==> src/rtl/lb2apb.sv <==
// Local-bus to APB bridge: one outstanding transfer, write wins over read,
// optional ACCESS-phase timeout reported through err.
module lb2apb #(
    parameter int unsigned ADDR_W  = 32,
    parameter int unsigned DATA_W  = 32,
    parameter int unsigned TIMEOUT = 256
) (
    input  logic                pclk,
    input  logic                presetn,
    input  logic [ADDR_W-1:0]   waddr,
    input  logic [DATA_W-1:0]   wdata,
    input  logic                wen,
    input  logic [DATA_W/8-1:0] wstrb,
    output logic                wready,
    input  logic [ADDR_W-1:0]   raddr,
    input  logic                ren,
    output logic [DATA_W-1:0]   rdata,
    output logic                rvalid,
    output logic                err,
    output logic                psel,
    output logic                penable,
    output logic                pwrite,
    output logic [ADDR_W-1:0]   paddr,
    output logic [DATA_W-1:0]   pwdata,
    output logic [DATA_W/8-1:0] pstrb,
    input  logic [DATA_W-1:0]   prdata,
    input  logic                pready,
    input  logic                pslverr
);
    localparam int unsigned STRB_W = DATA_W / 8;
    localparam int unsigned CNT_W  = (TIMEOUT > 1) ? $clog2(TIMEOUT) : 1;

    typedef enum logic [1:0] {IDLE, SETUP, ACCESS, DONE} state_t;

    state_t             state, state_d;
    logic [CNT_W-1:0]   cnt, cnt_d;
    logic               psel_d, penable_d, pwrite_d;
    logic [ADDR_W-1:0]  paddr_d;
    logic [DATA_W-1:0]  pwdata_d, rdata_d;
    logic [STRB_W-1:0]  pstrb_d;
    logic               wready_d, rvalid_d, err_d;
    logic               timeout_hit;

    // A timeout of zero leaves the transfer waiting on pready indefinitely
    assign timeout_hit = (TIMEOUT != 0) && (cnt == CNT_W'(TIMEOUT - 1)) && !pready;

    always_ff @(posedge pclk or negedge presetn) begin
        if (!presetn) begin
            state   <= IDLE;
            cnt     <= '0;
            psel    <= 1'b0;
            penable <= 1'b0;
            pwrite  <= 1'b0;
            paddr   <= '0;
            pwdata  <= '0;
            pstrb   <= '0;
            rdata   <= '0;
            rvalid  <= 1'b0;
            wready  <= 1'b0;
            err     <= 1'b0;
        end else begin
            state   <= state_d;
            cnt     <= cnt_d;
            psel    <= psel_d;
            penable <= penable_d;
            pwrite  <= pwrite_d;
            paddr   <= paddr_d;
            pwdata  <= pwdata_d;
            pstrb   <= pstrb_d;
            rdata   <= rdata_d;
            rvalid  <= rvalid_d;
            wready  <= wready_d;
            err     <= err_d;
        end
    end

    always_comb begin
        state_d   = state;
        cnt_d     = cnt;
        psel_d    = psel;
        penable_d = penable;
        pwrite_d  = pwrite;
        paddr_d   = paddr;
        pwdata_d  = pwdata;
        pstrb_d   = pstrb;
        rdata_d   = rdata;
        rvalid_d  = 1'b0;
        wready_d  = 1'b0;
        err_d     = 1'b0;

        unique case (state)
            IDLE: begin
                // Write has priority; a held ren is picked up on a later IDLE cycle
                if (wen) begin
                    state_d  = SETUP;
                    psel_d   = 1'b1;
                    pwrite_d = 1'b1;
                    paddr_d  = waddr;
                    pwdata_d = wdata;
                    pstrb_d  = wstrb;
                end else if (ren) begin
                    state_d  = SETUP;
                    psel_d   = 1'b1;
                    pwrite_d = 1'b0;
                    paddr_d  = raddr;
                    pwdata_d = '0;
                    pstrb_d  = '0;
                end
            end
            SETUP: begin
                state_d   = ACCESS;
                penable_d = 1'b1;
                cnt_d     = '0;
            end
            ACCESS: begin
                if (pready || timeout_hit) begin
                    state_d   = DONE;
                    psel_d    = 1'b0;
                    penable_d = 1'b0;
                    wready_d  = pwrite;
                    rvalid_d  = !pwrite;
                    err_d     = pready ? pslverr : 1'b1;
                    if (!pwrite) begin
                        rdata_d = pready ? prdata : '0;
                    end
                end else begin
                    cnt_d = cnt + CNT_W'(1);
                end
            end
            DONE: begin
                state_d = IDLE;
            end
            default: begin
                state_d = IDLE;
            end
        endcase
    end
endmodule
==> config.mk <==
export PLATFORM = sky130hd
export DESIGN_NAME = lb2apb
export DESIGN_NICKNAME = d
export VERILOG_FILES = /design/src/rtl/lb2apb.sv
export SDC_FILE = /design/constraint.sdc
export NUM_CORES = 1
export LEC_CHECK = 0
export ABC_CLOCK_PERIOD_IN_PS = 5010
export BUFFER_PORTS_ARGS = -buffer_cell sky130_fd_sc_hd__buf_2
export CAP_MARGIN = 5
export CORE_UTILIZATION = 50
export CTS_BUF_LIST = sky130_fd_sc_hd__clkbuf_4 sky130_fd_sc_hd__clkbuf_8
export DETAILED_ROUTE_END_ITERATION = 16
export PLACE_DENSITY = 0.86
export SLEW_MARGIN = 20
export SYNTH_ARGS = -nofsm -noshare
export SYNTH_HDL_FRONTEND = slang
export SYNTH_SLANG_ARGS = --single-unit
==> constraint.sdc <==
create_clock -name pclk -period 5.01 [get_ports pclk]
set_input_delay 1.002 -clock pclk [delete_from_list [all_inputs] [get_ports pclk]]
set_output_delay 1.002 -clock pclk [all_outputs]
set_load 0.03 [all_outputs]
## Word level (Yosys, flattened, before mapping)

Cells that the tools add are included.

| storage, ports and cells | value |
|---|---|
| bits in registers | 116 |
| input port bits | 138 |
| output and inout bits | 106 |
| word-level logic and storage cells | 62 |

| cells by class | value |
|---|---|
| add/sub/neg operators | 1 |
| equality and inequality tests | 7 |
| muxes and demuxes | 27 |
| bitwise logic cells | 1 |
| reductions and logical operators | 14 |

Operators by type and width:

| kind | count |
|---|---|
| $mux W32 | 5 |
| $pmux W8 S2 | 1 |
| $mux W1 | 12 |
| $add A8 B1 Y8 const B | 1 |
| $eq A8 B8 Y1 const B | 1 |
| $mux W4 | 2 |
| $mux W8 | 1 |
| $pmux W2 S4 | 1 |
| $reduce_and A2 Y1 | 4 |
| $mux W2 | 3 |
| $reduce_and A3 Y1 | 2 |
| $reduce_bool A2 Y1 | 3 |
| $eq A2 B2 Y1 const B | 2 |
| $ne A2 B2 Y1 const B | 2 |
| $pmux W1 S2 | 2 |
| $ne A3 B3 Y1 const B | 1 |
| $eq A2 B1 Y1 const B | 1 |
| $logic_not A1 Y1 | 2 |
| $logic_not A2 Y1 | 1 |
| $logic_and A1 B1 Y1 | 1 |
| $logic_or A1 B1 Y1 | 1 |
| $not A1 Y1 | 1 |

## Logic depth before layout (Yosys ltp)

Gate-level depths: netlist of the first run.

| logic depth | value |
|---|---|
| word-level depth | 5 |
| gate-level depth with buffers | 7 |
| depth with buffers taken out | 5 |

## Worst setup path after synthesis of the first run

Ideal clock, no wire load.

| path | value |
|---|---|
| path kind | input to register |
| start | input port wen |
| end | register paddr[10] |
| setup time | 133 ps |
| arrival time | 1900 ps |
| required time | 4877 ps |
| path slack | 2977 ps |
| cell stages on the path | 5 |
| buffers on the path | 3 |
| cells stage by stage | clkbuf_1 > o21ai_0 > buf_2 > clkbuf_1 > o21ai_0 |

| on the way | value |
|---|---|
| cells in the longest elaborated chain, start to end | 2 |
| elaborated cells on any way between the ends | 3 |
| classes of those cells | mux: 1; reduce/logical: 2 |

Ends and longest elaborated chain:

| element | line | text |
|---|---|---|
| start, declared | 12 | `input logic wen,` |
| $reduce_bool A2 Y1 (no line) | - |  |
| $reduce_and A2 Y1 (no line) | - |  |
| end signal, assigned | 67 | `paddr <= paddr_d;` |
| end, declared | 23 | `output logic [ADDR_W-1:0] paddr,` |

Several ways; a longest one is shown, not always the timed one.
A chain may end at the register's enable or synchronous reset.

## Worst setup path in the final report of the first run

| path | value |
|---|---|
| start | register state[0] |
| end | register rdata[0] |

| on the way | value |
|---|---|
| cells in the longest elaborated chain, start to end | 2 |

Ends and longest elaborated chain:

| element | line | text |
|---|---|---|
| start, declared | 35 | `state_t state, state_d;` |
| start signal, assigned | 62 | `state <= state_d;` |
| $eq A2 B2 Y1 | 91 | `unique case (state)` |
| $reduce_and A3 Y1 (no line) | - |  |
| end signal, assigned | 70 | `rdata <= rdata_d;` |
| end, declared | 17 | `output logic [DATA_W-1:0] rdata,` |

No other way between the ends.

==> results.toml, run 1 <==
[status]
status = "complete, no violations"

[detailed_routing]
drc = 0
vias = 4318
routed_wirelength_mm = 13.00
postRouteAntennaNets = 0
wl_per_cell_um = 15.63
vias_per_cell = 5.190
drt_iter0_drc = 134
first_pass_iters = 5

[synthesis]
seq_area_frac_synth_pct = 59.30
synth-main-ff-cell = "dfrtp_1"
avgSynthCellArea_um2 = 10.64
yosysUniqueCellTypes = 32
yosysWarnings = 0
async_flop_share_pct = 100.0
synth_edf_count = 0
synth_cells = 460
netlist_area_mm2 = 0.004895
synth-seq-cells = 116
syn-num-nets = 602

[timing]
finalCritPeriodShare_pct = 50.90
rsz0062_at_grt = "false"
finalSetupViolCount = 0
finalCriticalPeriod_ps = 2550
report.final.slew_viol_count = 0
fin_setup_tns_ps = 0
clock_skew_ps = 18.44
fmax_mhz = 392.2
worst_slew_pin_slew_ps = 1096
setup_slack_ps = 2460
finalHoldViolations = 0
slew_headroom_pct = 26.92

[run]
cap_viol_max_count = 0

[setup_path]
crit_type = "register to register"
rrSetupSlack_ps = 2460
critPathLaunchType = "register"
rr_worst_depth = 4
crit_required_ps = 5340
worst-endpoint-arrival_ps = 2880
cp-end-kind = "register"
cp_max_fo = 32
r2r_start = "state[0]"
crit_path_end = "rdata[0]"
startpoint = "state[0]"
rr_endpoint = "rdata[0]"

[layout]
fillerInstances = 740
postLayoutCoreUtil_pct = 69.81
multiInputGateArea_mm2 = 0.001797
final_cell_mix = "buf_2 (241), dfrtp_1 (116), nand2_1 (112)"
area_growth_pct = 33.67
mostFrequentLayoutCell = "buf_2"
fin_nets = 832
drive_above_1_share_pct = 40.26
antenna-diode-count = 0
seqCellArea_mm2 = 0.002903

[clocking]
cts_sinks = 116
cts_made_buffers = 17
post_cts_resized = 0
path_clk_slew_ps = 70
cts_hold_buf = 0
clock_path_buffers = 2
postCtsSetupRepairBufs = 0
cts_tree = "yes"
clk-insertion-delay-late_ps = 420
cts-root-buf = "clkbuf_8"
htreeDepth = 4

[min_path]
min-delay-path-class = "register to register"

[floorplan]
initial_core_util_pct = 52.23
io_pins = 244
core_area_mm2 = 0.009371
rows = 35
dieArea_mm2 = 0.01019
die_w_um = 100.9
die_y_um = 100.9

[grt]
grt_pass1_vias = 4144
grt.total_usage_pct = 26.23
grt.overflow.total = 0
grt_max_degree = 81
antenna_found_initial = 0
grt_pass1_wl_mm = 20.33

[place]
io_buffer_count = 243
detailed_place_hpwl_mm = 9.278
place_congestion = 0.8037
dp_slack_ps = 2002

[pwr]
cellLeakagePower_uw = 0.003677
powerDensity_mw_per_mm2 = 673.8
ir_worst_vdd_v = 0.0003420
-- state kept, by name, summed over array words and instances, names as in the netlist --
| name | flops |
|---|---|
| cnt | 8 |
| penable | 1 |
| pwrite | 1 |
| rvalid | 1 |
| pwdata | 32 |
| pstrb | 4 |
| wready | 1 |
| paddr | 32 |
| err | 1 |
| psel | 1 |
| state | 2 |
| rdata | 32 |
-- stage by stage --
stage	power [uW]	instances	hold slack (ps)	instance area, um2
global route	4687	832	478.2	6543
detailed placement	3611	799	451.1	6140
finish	4408	832	464.7	6543
CTS	4413	831	466.3	6511
global placement	3528	799	446.5	6140
floorplan	2961	460	489.0	4895
-- where the power goes --
| group | internal [uW] | switching, uW |
|---|---|---|
| Combinational | 627 | 1430 |
| Sequential | 1340 | 221 |
| Clock | 402 | 394 |
| Total | 2370 | 2040 |
-- cells in the mapped netlist, types with 5 or more instances --
| master | n | area share [%] |
|---|---|---|
| clkbuf_1 | 19 | 1.5 |
| nand2_1 | 112 | 8.6 |
| dfrtp_1 | 116 | 59 |
| nand3_1 | 39 | 4.0 |
| buf_2 | 12 | 1.2 |
| nor3b_1 | 6 | 0.92 |
| a22o_1 | 32 | 5.7 |
| o21ai_0 | 36 | 3.7 |
| a21oi_1 | 5 | 0.51 |
| mux2i_1 | 32 | 6.5 |
| inv_1 | 6 | 0.46 |
| nor2_1 | 6 | 0.46 |
-- cells by family after synthesis --
| kind of cell | share of synthesized area [%] |
|---|---|
| and+or+nand+nor | 16.10 |
| DFF | 59.30 |
| AOI/OAI and AO/OA | 11.86 |
| buffers and inverters | 4.218 |
| muxes | 6.774 |
| xor gates and xnor gates | 0.7157 |
| adders and majority gates | 1.023 |
-- per-layer routing --
layer	part of all wire [%]	routed length (um)	global-route usage [%]	vias up
met5	0	0	0	-
met4	2.5	325	11.37	0
met3	7.4	966	7.628	24
met2	51	6595	45.68	213
met1	39	5115	30.06	2031
li1	-	-	-	2050
-- worst max-delay path, stage by stage, from the launching register on --
cell and delay [ps]:
dfrtp_1 400, inv_1 90, ha_1 690, and3_1 1010, a22o_1 280
-- layout make-up --
type                       instances  area share, %
timing repair buffer             247          19.68
clock buffer                      18          3.691
clock inverter                    14          1.989
inverter                           6         0.3442
sequential                       116          44.37
multi-input combinational        302          27.46
tap                              129          2.467
-- how the worst min path moves through the flow --
stage / depth (start not counted) / to / slack [ps] / start
global placement: 2 / pwdata[30] / 450 / pwdata[30]
finish: 2 / pwdata[13] / 460 / pwdata[13]
global route: 2 / pwdata[13] / 480 / pwdata[13]
detailed placement: 2 / pwdata[25] / 450 / pwdata[25]
floorplan: 1 / state[0] / 490 / state[0]
CTS: 2 / pwdata[13] / 470 / pwdata[13]
(Power assumes the default switching activity.)
==> run 2, diff against run 1 <==
ABC_AREA = 1   (was unset)
ABC_CLOCK_PERIOD_IN_PS = 2600   (was 5010)
CORE_UTILIZATION = 48   (was 50)
PLACE_DENSITY = 0.82   (was 0.86)
clock period = 2.6 ns   (was 5.01 ns; I/O delays follow)
==> results.toml, run 2 <==
[status]
status = "complete, no violations"

[synthesis]
seq_area_frac_synth_pct = 56.53
syn-num-nets = 722
synth_top_area_share_pct = 56.53
synth_edf_count = 0
synthTopCellsByArea = "dfrtp_1 (57%), nand2_1 (12%), nand3_1 (5.0%)"
synth_top_cell_by_area = "dfrtp_1"
synth-seq-cells = 116
netlist_area_mm2 = 0.005135
avgSynthCellArea_um2 = 8.853
async_flop_share_pct = 100.0
yosysWarnings = 0
synth_cells = 580
synth-main-ff-cell = "dfrtp_1"
yosys.cell_count.top_type = "nand2_1"
yosys-top-cells-count = "nand2_1 (164), dfrtp_1 (116), nand3_1 (51)"
yosysUniqueCellTypes = 24

[grt]
grt_use_met3_pct = 5.999
grt.overflow.total = 0
use_met1_pct = 31.88
grt_max_degree = 70
grt_busiest_layer = "met2"
grtUsageMet2_pct = 44.36
grt_pass1_vias = 4938
grt_pass1_wl_mm = 23.05
grt.total_usage_pct = 26.48
antenna_found_initial = 0

[pwr]
ir_worst_vdd_v = 0.0007221
cellLeakagePower_uw = 0.003629
powerDensity_mw_per_mm2 = 1277

[setup_path]
crit_required_ps = 2900
rr_worst_depth = 9
worst-endpoint-arrival_ps = 2320
cp-end-kind = "register"
startpoint = "cnt[0]"
r2r_start = "cnt[0]"
cp_max_fo = 27
critPathLaunchType = "register"
crit_type = "register to register"

[floorplan]
core_area_mm2 = 0.01037
die_w_um = 105.4
die_y_um = 105.4
rows = 37
initial_core_util_pct = 49.52
io_pins = 244
dieArea_mm2 = 0.01112

[clocking]
clk-insertion-delay-late_ps = 430
htreeDepth = 4
cts_sinks = 116
cts_tree = "yes"
postCtsSetupRepairBufs = 0
cts-root-buf = "clkbuf_8"
cts_hold_buf = 0
path_clk_slew_ps = 70
post_cts_resized = 0
cts_made_buffers = 17
clock_path_buffers = 2

[timing]
report.final.slew_viol_count = 0
finalCriticalPeriod_ps = 2014
slew_headroom_pct = 53.41
finalHoldViolations = 0
clock_skew_ps = 7.751
worst_slew_pin_slew_ps = 698.9
rsz0062_at_grt = "false"
finalCritPeriodShare_pct = 77.47
fin_setup_tns_ps = 0
finalSetupViolCount = 0
fmax_mhz = 496.5

[detailed_routing]
vias = 4902
drc = 0
vias_per_cell = 5.085
routed_wirelength_mm = 13.76
first_pass_iters = 7
postRouteAntennaNets = 0
drt_iter0_drc = 335
wl_per_cell_um = 14.28

[place]
io_buffer_count = 243
dpl_cell_area_mm2 = 0.006410
detailed_place_hpwl_mm = 9.810
place_congestion = 0.8551

[layout]
antenna-diode-count = 0
drive_above_1_share_pct = 38.29
area_growth_pct = 32.31
final_cell_mix = "buf_2 (242), nand2_1 (164), dfrtp_1 (116)"
top_regs = "paddr (32), pwdata (32), rdata (32)"
fin_nets = 958
mostFrequentLayoutCell = "buf_2"
fillerInstances = 850
fin_area_mm2 = 0.006794

[run]
cap_viol_max_count = 0

[min_path]
min-delay-path-class = "input pin to async pin"
[run 2: changes by cell type after synthesis, moves of 9 or more]
cell / delta
o21ai_1: +9
o21ai_2: +23
a22o_1: -32
nor2_1: +35
nand2_1: +52
mux2i_1: -32
nand3_1: +12
inv_1: +44
a31oi_1: +32
[run 2: per-layer routing]
layer | routed length (um) | vias to the layer above
li1 | - | 2336
met1 | 5591 | 2304
met2 | 6914 | 218
met3 | 803 | 44
met4 | 454 | 0
met5 | 0 | -
[run 2: critical path, stage by stage, from the launching register on]
cell and delay, ps:
dfrtp_1 400, ha_1 200, nand2_2 90, nor2_4 110
nand2_2 70, nand2_2 70, nand3_2 450, buf_4 380
nand2_1 80, o21ai_2 50
[run 2: power by group]
group          internal, uW  total [uW]  switching [uW]  leakage (uW)
registers              2580        3000             413       0.00145
logic                  1160        4070            2910       0.00199
clock network           908        1610             700      0.000194
[run 2: stage by stage]
stage          utilization [%]  std cells  total power (uW)  worst slack (ps)  hold slack (ps)
5_1_grt                  65.52        964              9238             451.1            98.30
2_1_floorplan                -        580              5872              1131            224.4
6_report                 65.52        964              8675             585.9            76.41
4_1_cts                  65.52        964              8739             619.1            88.19
3_3_place_gp             61.81        933              6967             682.7            454.5
3_5_place_dp             61.81        933              7108             626.4            466.5
[run 2: cells by family after synthesis]
| group | share of synthesized area, % |
|---|---|
| AO/OA/AOI/OAI | 13.06 |
| XOR/XNOR | 0.3412 |
| adder cells (fa/ha/maj) | 0.9747 |
| buffers and inverters | 8.260 |
| flip-flops | 56.53 |
| AND/OR/NAND/NOR | 20.83 |
[run 2: final timing paths]
kind	to	slack, ps
max in group asynchronous	rdata[24]	1820
min in group pclk	pwdata[23]	330
hold reg to reg	rdata[28]	480
setup / recovery	rdata[7]	590
hold / removal	rdata[7]	80
setup reg to reg	rdata[7]	590
[run 2: final cells by class]
type                            instances  area, um2  share of cell area [%]
Sequential cell                       116       2903                   42.73
Inverter                               52      195.2                   2.873
Multi-Input combinational cell        374       1808                   26.61
Clock buffer                           21      276.5                   4.070
Tap cell                              136      170.2                   2.505
Timing Repair Buffer                  255       1334                   19.63
Clock inverter                         10      107.6                   1.584
==> run 3, diff against run 2 <==
ABC_CLOCK_PERIOD_IN_PS = 1880   (was 2600)
clock period = 1.88 ns   (was 2.6 ns; I/O delays follow)
==> results.toml, run 3 (synthesis results as in run 2) <==
[grt]
grt_pass1_wl_mm = 22.58
grt.overflow.total = 0
antenna_found_initial = 0
grt_max_degree = 70
grt.total_usage_pct = 25.99
grt_pass1_vias = 4850

[place]
dpl_cell_area_mm2 = 0.006487
dp_slack_ps = 191.1
place_congestion = 0.9008
detailed_place_hpwl_mm = 9.883
placed_cells = 935
io_buffer_count = 243

[layout]
top_regs = "paddr (32), pwdata (32), rdata (32)"
seqCellArea_mm2 = 0.002903
antenna-diode-count = 0
area_growth_pct = 34.14
fin_cells = 968
fin_area_mm2 = 0.006888
multiInputGateArea_mm2 = 0.001813
final_cell_mix = "buf_2 (242), nand2_1 (164), dfrtp_1 (116)"
fin_nets = 961
drive_above_1_share_pct = 38.58
fillerInstances = 857
mostFrequentLayoutCell = "buf_2"

[timing]
worst_slew_pin_slew_ps = 694.7
finalCriticalPeriod_ps = 1700
clock_skew_ps = 8.007
finalSetupViolCount = 0
fmax_mhz = 588.3
finalCritPeriodShare_pct = 90.42
report.final.slew_viol_count = 0
slew_headroom_pct = 53.68
setup_slack_ps = 180.1
finalHoldViolations = 0
fin_setup_tns_ps = 0
rsz0062_at_grt = "false"

[clocking]
htreeDepth = 4
cts-root-buf = "clkbuf_8"
clk-insertion-delay-late_ps = 420
path_clk_slew_ps = 70
cts_tree = "yes"
cts_sinks = 116
clock_path_buffers = 2
postCtsSetupRepairBufs = 0
cts_made_buffers = 17

[detailed_routing]
first_pass_iters = 5
vias_per_cell = 5.019
vias = 4858
drc = 0
postRouteAntennaNets = 0
wl_per_cell_um = 14.18
drt_iter0_drc = 411
routed_wirelength_mm = 13.73

[setup_path]
cpPeakStageDelay_ps = 390
cp-end-kind = "register"
critPathMostFrequentCell = "nand2_2"
crit_family = "simple AND/OR/NAND/NOR gates"
critPathLaunchType = "register"
cp_num_buf_inv = 1
crit_required_ps = 2190
crit_type = "register to register"
worst-endpoint-arrival_ps = 2010
slowest_stage = "dfrtp_1"
cp_max_fo = 11
crit_chain = "ha_1 -> nand2_2 -> nor2_4 -> nand2_2 -> nand2_2 -> nand3_2 -> buf_4 -> nand2_1 -> o21ai_1"

[pwr]
powerDensity_mw_per_mm2 = 1753
ir_worst_vdd_v = 0.0008825
cellLeakagePower_uw = 0.003667

[status]
status = "complete, no violations"

[min_path]
min-delay-path-class = "input pin to register"

[run]
cap_viol_max_count = 0

[floorplan]
initial_core_util_pct = 49.52
die_w_um = 105.4
die_y_um = 105.4
io_pins = 244
core_area_mm2 = 0.01037
dieArea_mm2 = 0.01112
rows = 37
==> run 3: cell types whose count changed in the layout (fill, tap and decap cells not counted), sizes merged <==
| cell | change |
|---|---|
| buf | +2 |
| dlygate4sd3 | +1 |
| clkbuf | +1 |
==> run 3: path summary, 6_finish.rpt <==
check	depth (start not counted)	endpoint	slack (ps)	from
worst min register to register	2	penable	480	penable
worst min-delay path	3	pwdata[20]	180	wdata[20]
min in group asynchronous	2	rdata[6]	450	presetn
worst max-delay path	9	rdata[14]	180	cnt[0]
max in group asynchronous	3	pstrb[0]	870	presetn
worst max register to register	9	rdata[14]	180	cnt[0]
==> run 3: per-layer routing <==
metal | wire length [um] | up-vias | part of all wire (%) | global-route usage, %
met3 | 783 | 41 | 5.7 | 6.246
met5 | 0 | - | 0 | 0
li1 | - | 2342 | - | -
met4 | 425 | 0 | 3.1 | 11.67
met1 | 5524 | 2283 | 40 | 30.83
met2 | 6992 | 192 | 51 | 44.69
==> run 3: metrics by stage <==
stage / hold slack [ps] / total power (uW) / util, %
2_1_floorplan: 80.41 / 8121 / -
3_3_place_gp: 351.8 / 9705 / 62.56
3_5_place_dp: 347.0 / 9903 / 62.56
4_1_cts: 155.3 / 12170 / 66.37
5_1_grt: 180.2 / 12840 / 66.42
6_report: 181.7 / 12070 / 66.42
==> run 3: timing repair <==
item | in CTS | in global routing
endpoints found under the hold margin | 28 | 0
hold buffers | 1 | 0
setup endpoints to repair | 0 | 3
resized for setup | 0 | 1
==> run 3: power breakdown <==
part	switching (uW)	internal [uW]
sequential	569	3570
combinational	4030	1680
clock	967	1260
total	5560	6510
==> run 3: layout make-up <==
cell class	instances	share of cell area, %
Tap cell	136	2.470
Inverter	52	2.834
Sequential cell	116	42.14
Multi-Input combinational cell	374	26.32
Clock inverter	10	1.562
Timing Repair Buffer	258	20.64
Clock buffer	22	4.033
==> run 3: worst reg2reg max path: stages, from the launching register on <==
cell and delay, ps:
dfrtp_1 390, ha_1 190, nand2_2 90, nor2_4 120, nand2_2 90, nand2_2 80
nand3_2 230, buf_4 270, nand2_1 70, o21ai_1 60
